==> src/rtl/led_blink_array.sv <==
// Multi-channel LED driver: each channel runs OFF, ON, BLINK or a counted BURST,
// reprogrammed through a per-channel register-write port. Single clock domain.
module led_blink_array #(
    parameter int N_CH     = 4,
    parameter int CNT_W    = 16,
    parameter int BURST_W  = 8,
    parameter int RST_HALF = 25000,
    parameter int RST_MODE = 2,
    localparam int CH_W    = (N_CH > 1) ? $clog2(N_CH) : 1
) (
    input  logic               clk,
    input  logic               rst_n,
    input  logic               en,
    input  logic               cfg_we,
    input  logic [CH_W-1:0]    cfg_ch,
    input  logic [1:0]         cfg_mode,
    input  logic [CNT_W-1:0]   cfg_on,
    input  logic [CNT_W-1:0]   cfg_off,
    input  logic [BURST_W-1:0] cfg_burst,
    output logic [N_CH-1:0]    led,
    output logic [N_CH-1:0]    busy,
    output logic [N_CH-1:0]    done
);

    typedef enum logic [1:0] {MODE_OFF = 2'd0, MODE_ON = 2'd1, MODE_BLINK = 2'd2, MODE_BURST = 2'd3} mode_e;
    typedef enum logic {PH_OFF = 1'b0, PH_ON = 1'b1} phase_e;

    localparam logic [CNT_W-1:0] RST_LEN = (RST_HALF == 0) ? CNT_W'(1) : CNT_W'(RST_HALF);
    localparam mode_e RST_MODE_E = mode_e'(2'(RST_MODE));

    // A zero length would make a phase vanish, so it is stored as one cycle.
    function automatic logic [CNT_W-1:0] fix_len(input logic [CNT_W-1:0] v);
        return (v == '0) ? CNT_W'(1) : v;
    endfunction

    mode_e              mode_q       [N_CH];
    mode_e              mode_d       [N_CH];
    phase_e             phase_q      [N_CH];
    phase_e             phase_d      [N_CH];
    logic [CNT_W-1:0]   on_len_q     [N_CH];
    logic [CNT_W-1:0]   on_len_d     [N_CH];
    logic [CNT_W-1:0]   off_len_q    [N_CH];
    logic [CNT_W-1:0]   off_len_d    [N_CH];
    logic [CNT_W-1:0]   count_q      [N_CH];
    logic [CNT_W-1:0]   count_d      [N_CH];
    logic [BURST_W-1:0] burst_left_q [N_CH];
    logic [BURST_W-1:0] burst_left_d [N_CH];
    logic [N_CH-1:0]    led_q, led_d;
    logic [N_CH-1:0]    busy_q, busy_d;
    logic [N_CH-1:0]    done_q, done_d;
    logic [N_CH-1:0]    wr_hit;
    logic [N_CH-1:0]    phase_end;

    // An out-of-range cfg_ch matches no channel, so such a write is simply dropped.
    always_comb begin
        for (int i = 0; i < N_CH; i++) begin
            wr_hit[i]    = cfg_we && (int'(cfg_ch) == i);
            phase_end[i] = (count_q[i] == ((phase_q[i] == PH_ON) ? on_len_q[i] : off_len_q[i]));
        end
    end

    always_comb begin
        // NOTE: every _d starts from its held value, so no branch below can infer a latch.
        mode_d       = mode_q;
        phase_d      = phase_q;
        on_len_d     = on_len_q;
        off_len_d    = off_len_q;
        count_d      = count_q;
        burst_left_d = burst_left_q;
        led_d        = led_q;
        busy_d       = busy_q;
        done_d       = '0;
        for (int i = 0; i < N_CH; i++) begin
            if (wr_hit[i]) begin
                mode_d[i]       = mode_e'(cfg_mode);
                on_len_d[i]     = fix_len(cfg_on);
                off_len_d[i]    = fix_len(cfg_off);
                burst_left_d[i] = cfg_burst;
                phase_d[i]      = PH_ON;
                count_d[i]      = CNT_W'(1);
                busy_d[i]       = 1'b0;
                unique case (mode_e'(cfg_mode))
                    MODE_OFF:              led_d[i] = 1'b0;
                    MODE_ON, MODE_BLINK:   led_d[i] = 1'b1;
                    MODE_BURST: begin
                        if (cfg_burst != '0) begin
                            led_d[i]  = 1'b1;
                            busy_d[i] = 1'b1;
                        end else begin
                            mode_d[i] = MODE_OFF;
                            led_d[i]  = 1'b0;
                            done_d[i] = 1'b1;
                        end
                    end
                endcase
            end else if (en && (mode_q[i] == MODE_BLINK || mode_q[i] == MODE_BURST)) begin
                if (!phase_end[i]) begin
                    count_d[i] = count_q[i] + CNT_W'(1);
                end else begin
                    count_d[i] = CNT_W'(1);
                    if (mode_q[i] == MODE_BURST && phase_q[i] == PH_ON &&
                        burst_left_q[i] == BURST_W'(1)) begin
                        // Last ON phase of a burst: stop immediately, no trailing OFF phase.
                        mode_d[i]       = MODE_OFF;
                        phase_d[i]      = PH_OFF;
                        burst_left_d[i] = '0;
                        led_d[i]        = 1'b0;
                        busy_d[i]       = 1'b0;
                        done_d[i]       = 1'b1;
                    end else begin
                        if (mode_q[i] == MODE_BURST && phase_q[i] == PH_ON)
                            burst_left_d[i] = burst_left_q[i] - BURST_W'(1);
                        phase_d[i] = (phase_q[i] == PH_ON) ? PH_OFF : PH_ON;
                        led_d[i]   = (phase_q[i] == PH_OFF);
                    end
                end
            end
        end
    end

    // NOTE: state registers use non-blocking assignments so all channels update from the same pre-edge values.
    always_ff @(posedge clk or negedge rst_n) begin
        if (!rst_n) begin
            // NOTE: the per-channel arrays are plain flops, not RAM, so each entry is reset explicitly.
            for (int i = 0; i < N_CH; i++) begin
                mode_q[i]       <= RST_MODE_E;
                phase_q[i]      <= PH_OFF;
                on_len_q[i]     <= RST_LEN;
                off_len_q[i]    <= RST_LEN;
                count_q[i]      <= CNT_W'(1);
                burst_left_q[i] <= '0;
            end
            led_q  <= '0;
            busy_q <= '0;
            done_q <= '0;
        end else begin
            mode_q       <= mode_d;
            phase_q      <= phase_d;
            on_len_q     <= on_len_d;
            off_len_q    <= off_len_d;
            count_q      <= count_d;
            burst_left_q <= burst_left_d;
            led_q        <= led_d;
            busy_q       <= busy_d;
            done_q       <= done_d;
        end
    end

    assign led  = led_q;
    assign busy = busy_q;
    assign done = done_q;

endmodule

==> config.mk <==
export PLATFORM = sky130hd
export DESIGN_NAME = led_blink_array
export DESIGN_NICKNAME = d
export VERILOG_FILES = /design/src/rtl/led_blink_array.sv
export SDC_FILE = /design/constraint.sdc
export NUM_CORES = 1
export LEC_CHECK = 0
export ABC_CLOCK_PERIOD_IN_PS = 7400
export CORE_ASPECT_RATIO = 0.75
export CORE_MARGIN = 4
export CORE_UTILIZATION = 40
export CTS_BUF_LIST = sky130_fd_sc_hd__clkbuf_8 sky130_fd_sc_hd__clkbuf_16
export DETAILED_ROUTE_END_ITERATION = 8
export SLEW_MARGIN = 20
export SYNTH_ARGS = -nofsm -noshare
export SYNTH_HDL_FRONTEND = slang
export SYNTH_SLANG_ARGS = --single-unit
==> constraint.sdc <==
create_clock -name clk -period 7.4 [get_ports clk]
set_input_delay 0.74 -clock clk [delete_from_list [all_inputs] [get_ports clk]]
set_output_delay 0.74 -clock clk [all_outputs]
set_load 0.005 [all_outputs]
Yosys cells after proc, flatten, opt, wreduce, memory -nomap -nowiden

Index checks and enable logic that the tools add are counted.

Output and inout port bits: 12
Input port bits: 48
Bits in registers: 248

Mux-type cells: 129
Eq/ne operators: 22
Bitwise logic cells: 4
Add/subtract/negate cells: 8
Reduce and logical (&&, ||, !) cells: 54

Operator list:

| cell                                                               | count |
|---|---|
| 16-bit two-way mux                                                 | 18 |
| 8-bit two-way mux                                                  | 20 |
| 1-bit two-way mux                                                  | 72 |
| 16-bit by 1-bit adder with 16-bit output, second input constant    | 4 |
| 16-bit == test                                                     | 4 |
| 2-bit two-way mux                                                  | 18 |
| 8-bit by 1-bit == test with 1-bit output, second input constant    | 4 |
| 16-bit zero test                                                   | 2 |
| 8-bit by 1-bit subtractor with 8-bit output, second input constant | 4 |
| 2-bit == test, second input constant                               | 12 |
| 3-bit AND reduction                                                | 8 |
| 2-bit nonzero test                                                 | 12 |
| 1-bit logical AND                                                  | 16 |
| 3-bit nonzero test                                                 | 4 |
| 2-bit AND reduction                                                | 4 |
| 8-bit nonzero test                                                 | 1 |
| 2-bit by 1-bit == test with 1-bit output, second input constant    | 2 |
| 2-bit zero test                                                    | 2 |
| 1-bit logical OR                                                   | 4 |
| 1-bit inverter                                                     | 4 |
| 1-bit case mux with 3 select lines                                 | 1 |
| 2-bit OR reduction                                                 | 1 |

Longest topological paths before layout

Depth after elaboration: 7
Mapped depth: 11
Mapped depth without buffers: 9

Worst setup path before layout

No wires, ideal clock.

Path type: reg-to-reg
Start: reg phase_q[0] in the netlist's numbering
End: reg count_q[10] in the netlist's numbering
Data arrival time: 2.343 ns
Library setup time: 0.121 ns
Period minus slack after synthesis: 2.465 ns
Data required time: 7.279 ns
Buffers on the path: 3
Stages on the path, launching flop included: 11
Setup slack: 4.935 ns
Cell sequence: dfrtp_1 -> buf_2 -> buf_2 -> mux2i_1 -> xnor2_1 -> nor4_1 -> nand4_1 -> or2_2 -> nand2_1 -> buf_2 -> nor2_1

Longest elaborated chain between the ends: 5

RTL lines:

| item                   | RTL line | text |
|---|---|---|
| start, declared        | 38       | `phase_e phase_q [N_CH];` |
| start signal, assigned | 138      | `phase_q <= phase_d;` |
| 16-bit two-way mux     | 58       | `phase_end[i] = (count_q[i] == ((phase_q[i] == PH_ON) ? on_len_q[i] : off_len_q[i]));` |
| 16-bit == test         | 58       |  |
| 16-bit two-way mux     | 97       | `if (!phase_end[i]) begin` |
| 16-bit two-way mux     | 96       | `end else if (en && (mode_q[i] == MODE_BLINK \|\| mode_q[i] == MODE_BURST)) begin` |
| 16-bit two-way mux     | 74       | `if (wr_hit[i]) begin` |
| end signal, assigned   | 141      | `count_q <= count_d;` |
| end, declared          | 44       | `logic [CNT_W-1:0] count_q [N_CH];` |

No other way between the ends. The select of a mux whose other input is x is not followed.
A chain may end at the register's enable or synchronous reset.

Final worst setup path

Start: reg phase_q[3] in the netlist's numbering
End: reg burst_left_q[28] in the netlist's numbering

Longest elaborated chain between the ends: 6

RTL lines:

| item                                                       | RTL line | text |
|---|---|---|
| branches (longest 6 deep; another with 16-bit two-way mux) | -        |  |
| end signal, assigned                                       | 142      | `burst_left_q <= burst_left_d;` |
| end, declared                                              | 46       | `logic [BURST_W-1:0] burst_left_q [N_CH];` |

Parallel ways; which one is timed is not known. The select of a mux whose other input is x is not followed.

==> impl_metrics.json <==
{
  "outcome": "complete, no violations",
  "dp_hpwl_um": 24600,
  "clk_pin_slew_ns": 0.07,
  "ir_worst_vdd_v": 0.000151,
  "grt_pass1_wl_um": 58300,
  "grt_max_degree": 118,
  "finClkSkew_ns": 0.0182,
  "grt.overflow.total": 0,
  "hold_viol": 0,
  "synth_edf_count": 0,
  "r2r_slack_ns": 3.89,
  "holdWs_ns": 0.244,
  "synth_cell_types": 56,
  "pre_cts_ws_ns": 3.92,
  "setup_ws_ns": 3.89,
  "ctsHoldBuffers": 0,
  "p_per_area_nw_per_um2": 262,
  "route.vias.total": 10100,
  "tightest_slew_ns": 1.06,
  "synthAdderAreaFrac": 0.0138,
  "wire_per_inst_um": 19.7,
  "yosysSeqAreaShare": 0.495,
  "yosysTopAreaCell": "dfrtp_1",
  "dpl-instance-area_sq_um": 13600,
  "place_congestion": 0.846,
  "layout_min_cycle_time_ns": 3.51,
  "synth_xor_area_frac": 0.0795,
  "grt_setup_unrepaired": "no",
  "startpoint_type": "register",
  "drv_slew": 0,
  "crit_required_ns": 7.89,
  "ant_nets": 0,
  "die-area_sq_um": 34600,
  "synth_cells": 1425,
  "worst-setup-path-type": "register to register",
  "avgSynthCellArea_sq_um": 8.89,
  "crit_family": "simple AND/OR/NAND/NOR gates",
  "hp-class": "primary input to async pin",
  "yosysTopAreaCellShare": 0.379,
  "total_power_uw": 3800,
  "p_leak_uw": 0.00697,
  "multi_input_area_sq_um": 6060,
  "synthMuxAreaShare": 0.0538,
  "cts-root-buf": "clkbuf_16",
  "worstPathMaxFanout": 19,
  "core_sq_um": 31300,
  "cts_buffers": 26,
  "r2r.worst_path.cells": 7,
  "cts_resized": 0,
  "rows": 56,
  "port_buffers": 59,
  "drt_wl_total_um": 37100,
  "crit_slowest_cell": "dfrtp_1",
  "final_cell_mix": "nand2_1, dfrtp_1, nor2_1",
  "postSynthNetCount": 1487,
  "fp.dieH_um": 162,
  "drt_iter0_markers": 1012,
  "worst_setup_path_end_kind": "register",
  "track_usage": 0.215,
  "synth_top_family_by_area": "simple AND/OR/NAND/NOR gates",
  "fmax_mhz": 285,
  "ys_ff_latch": 248,
  "area_growth_pct": 14.6,
  "crit_chain": "mux2i_1 -> xnor2_1 -> nor4_1 -> nand4_1 -> or3_1 -> or4_1 -> nand3_1",
  "n_antenna_cell": 0,
  "drive_gt1_frac": 0.0825,
  "async_reset_ff_frac": 1.00,
  "cpPeakStageDelay_ns": 0.97,
  "fillers": 2994,
  "cap_viol_max_count": 0,
  "cts_buffer_depth": 3,
  "initial_core_util": 0.405,
  "synthSimpleGateAreaFrac": 0.265,
  "final_common_cell": "nand2_1",
  "setup_viol": 0,
  "htreeDepth": 1,
  "clk_latency_ns": 0.55,
  "cp.arrival_ns": 4.00,
  "seqCellArea_sq_um": 6280,
  "tns_ns": 0,
  "die_w_um": 213,
  "dr.pass1.iters": 5,
  "via_per_inst": 5.38,
  "tritoncts": "built",
  "cts.sinks": 248,
  "critPathBufInv": 0,
  "fin_area_sq_um": 14500,
  "synth_ff_type": "dfrtp_1",
  "cts_setup_buffers": 0,
  "synth_warnings": 0,
  "cp.depth": 7,
  "antenna_found_initial": 0,
  "relSlewSlack": 0.292,
  "ios": 60,
  "fin_nets": 1520,
  "period_share": 0.474,
  "grt_pass1_vias": 9804,
  "synth_compound_area_frac": 0.0652,
  "syn_area_sq_um": 12700,
  "drc_errors": 0,
  "synth_area_leaders": "dfrtp_1, nand2_1, dfstp_2"
}
## sequential cells by signal, indices dropped and copies added, names as in the netlist
signal and count:
count_q 64, off_len_q 64, on_len_q 64, burst_left_q 32
mode_q 8, busy 4, done 4, led 4
phase_q 4
## cells by family after synthesis
family | count (synthesis)
xor gates and xnor gates | 115
DFF | 248
adders and majority gates | 14
AOI/OAI and AO/OA | 130
buffers and inverters | 84
muxes | 68
and+or+nand+nor | 766
## final cells by class
| type | count | share of cell area |
|---|---|---|
| clock buffers | 31 | 0.0503 |
| inverters | 19 | 0.00491 |
| flip-flops and latches | 248 | 0.432 |
| well taps | 406 | 0.0350 |
| repair buffers | 70 | 0.0467 |
| clock inverters | 17 | 0.0128 |
| multi-input cells | 1093 | 0.418 |
## power breakdown
group	internal, uW	switching, uW	total (uW)
sequential	1580	179	1760
combinational	272	358	630
clock	841	568	1410
## synthesized netlist by cell type, types with 4 or more instances
master,count
a31oi_1,13
dfstp_2,56
nor3_1,21
nand4b_1,4
o2bb2ai_1,4
xor2_1,56
dfrtp_1,192
o21ai_0,7
o21ai_1,28
nor2_1,93
o22ai_1,10
nor4_1,33
and2_1,6
buf_2,11
nand4_1,29
nand3_1,33
a21oi_1,26
and4_1,4
nor2b_1,6
mux2i_1,67
or3_1,16
and3_1,14
clkbuf_1,52
ha_1,14
inv_1,19
nand2_1,478
a21o_1,6
o211ai_1,12
a41oi_1,4
xnor2_1,59
## worst paths after layout
check                        startpoint                to
setup reg to reg             phase_q[3]  burst_left_q[28]
max in group asynchronous         rst_n      on_len_q[36]
hold reg to reg            on_len_q[46]      on_len_q[46]
min in group clk           on_len_q[46]      on_len_q[46]
setup / recovery             phase_q[3]  burst_left_q[28]
hold / removal                    rst_n       count_q[52]
## through the flow
stage           util  instances
2_1_floorplan      -       1425
3_3_place_gp   0.435       1836
3_5_place_dp   0.435       1836
4_1_cts        0.464       1884
5_1_grt        0.464       1884
6_report       0.464       1884
## worst register-to-register path, cell delays in order (launching register included)
cell and delay, ns:
dfrtp_1 0.97, mux2i_1 0.33, xnor2_1 0.11, nor4_1 0.32, nand4_1 0.44, or3_1 0.64, or4_1 0.55, nand3_1 0.09
## routing by layer
metal / wire, um / GRT usage
met1: 18100 / 0.333
met2: 16000 / 0.312
met3: 2080 / 0.0396
met4: 921 / 0.0500
met5: 0 / 0
Note: power is estimated with default switching activity, not from simulation.
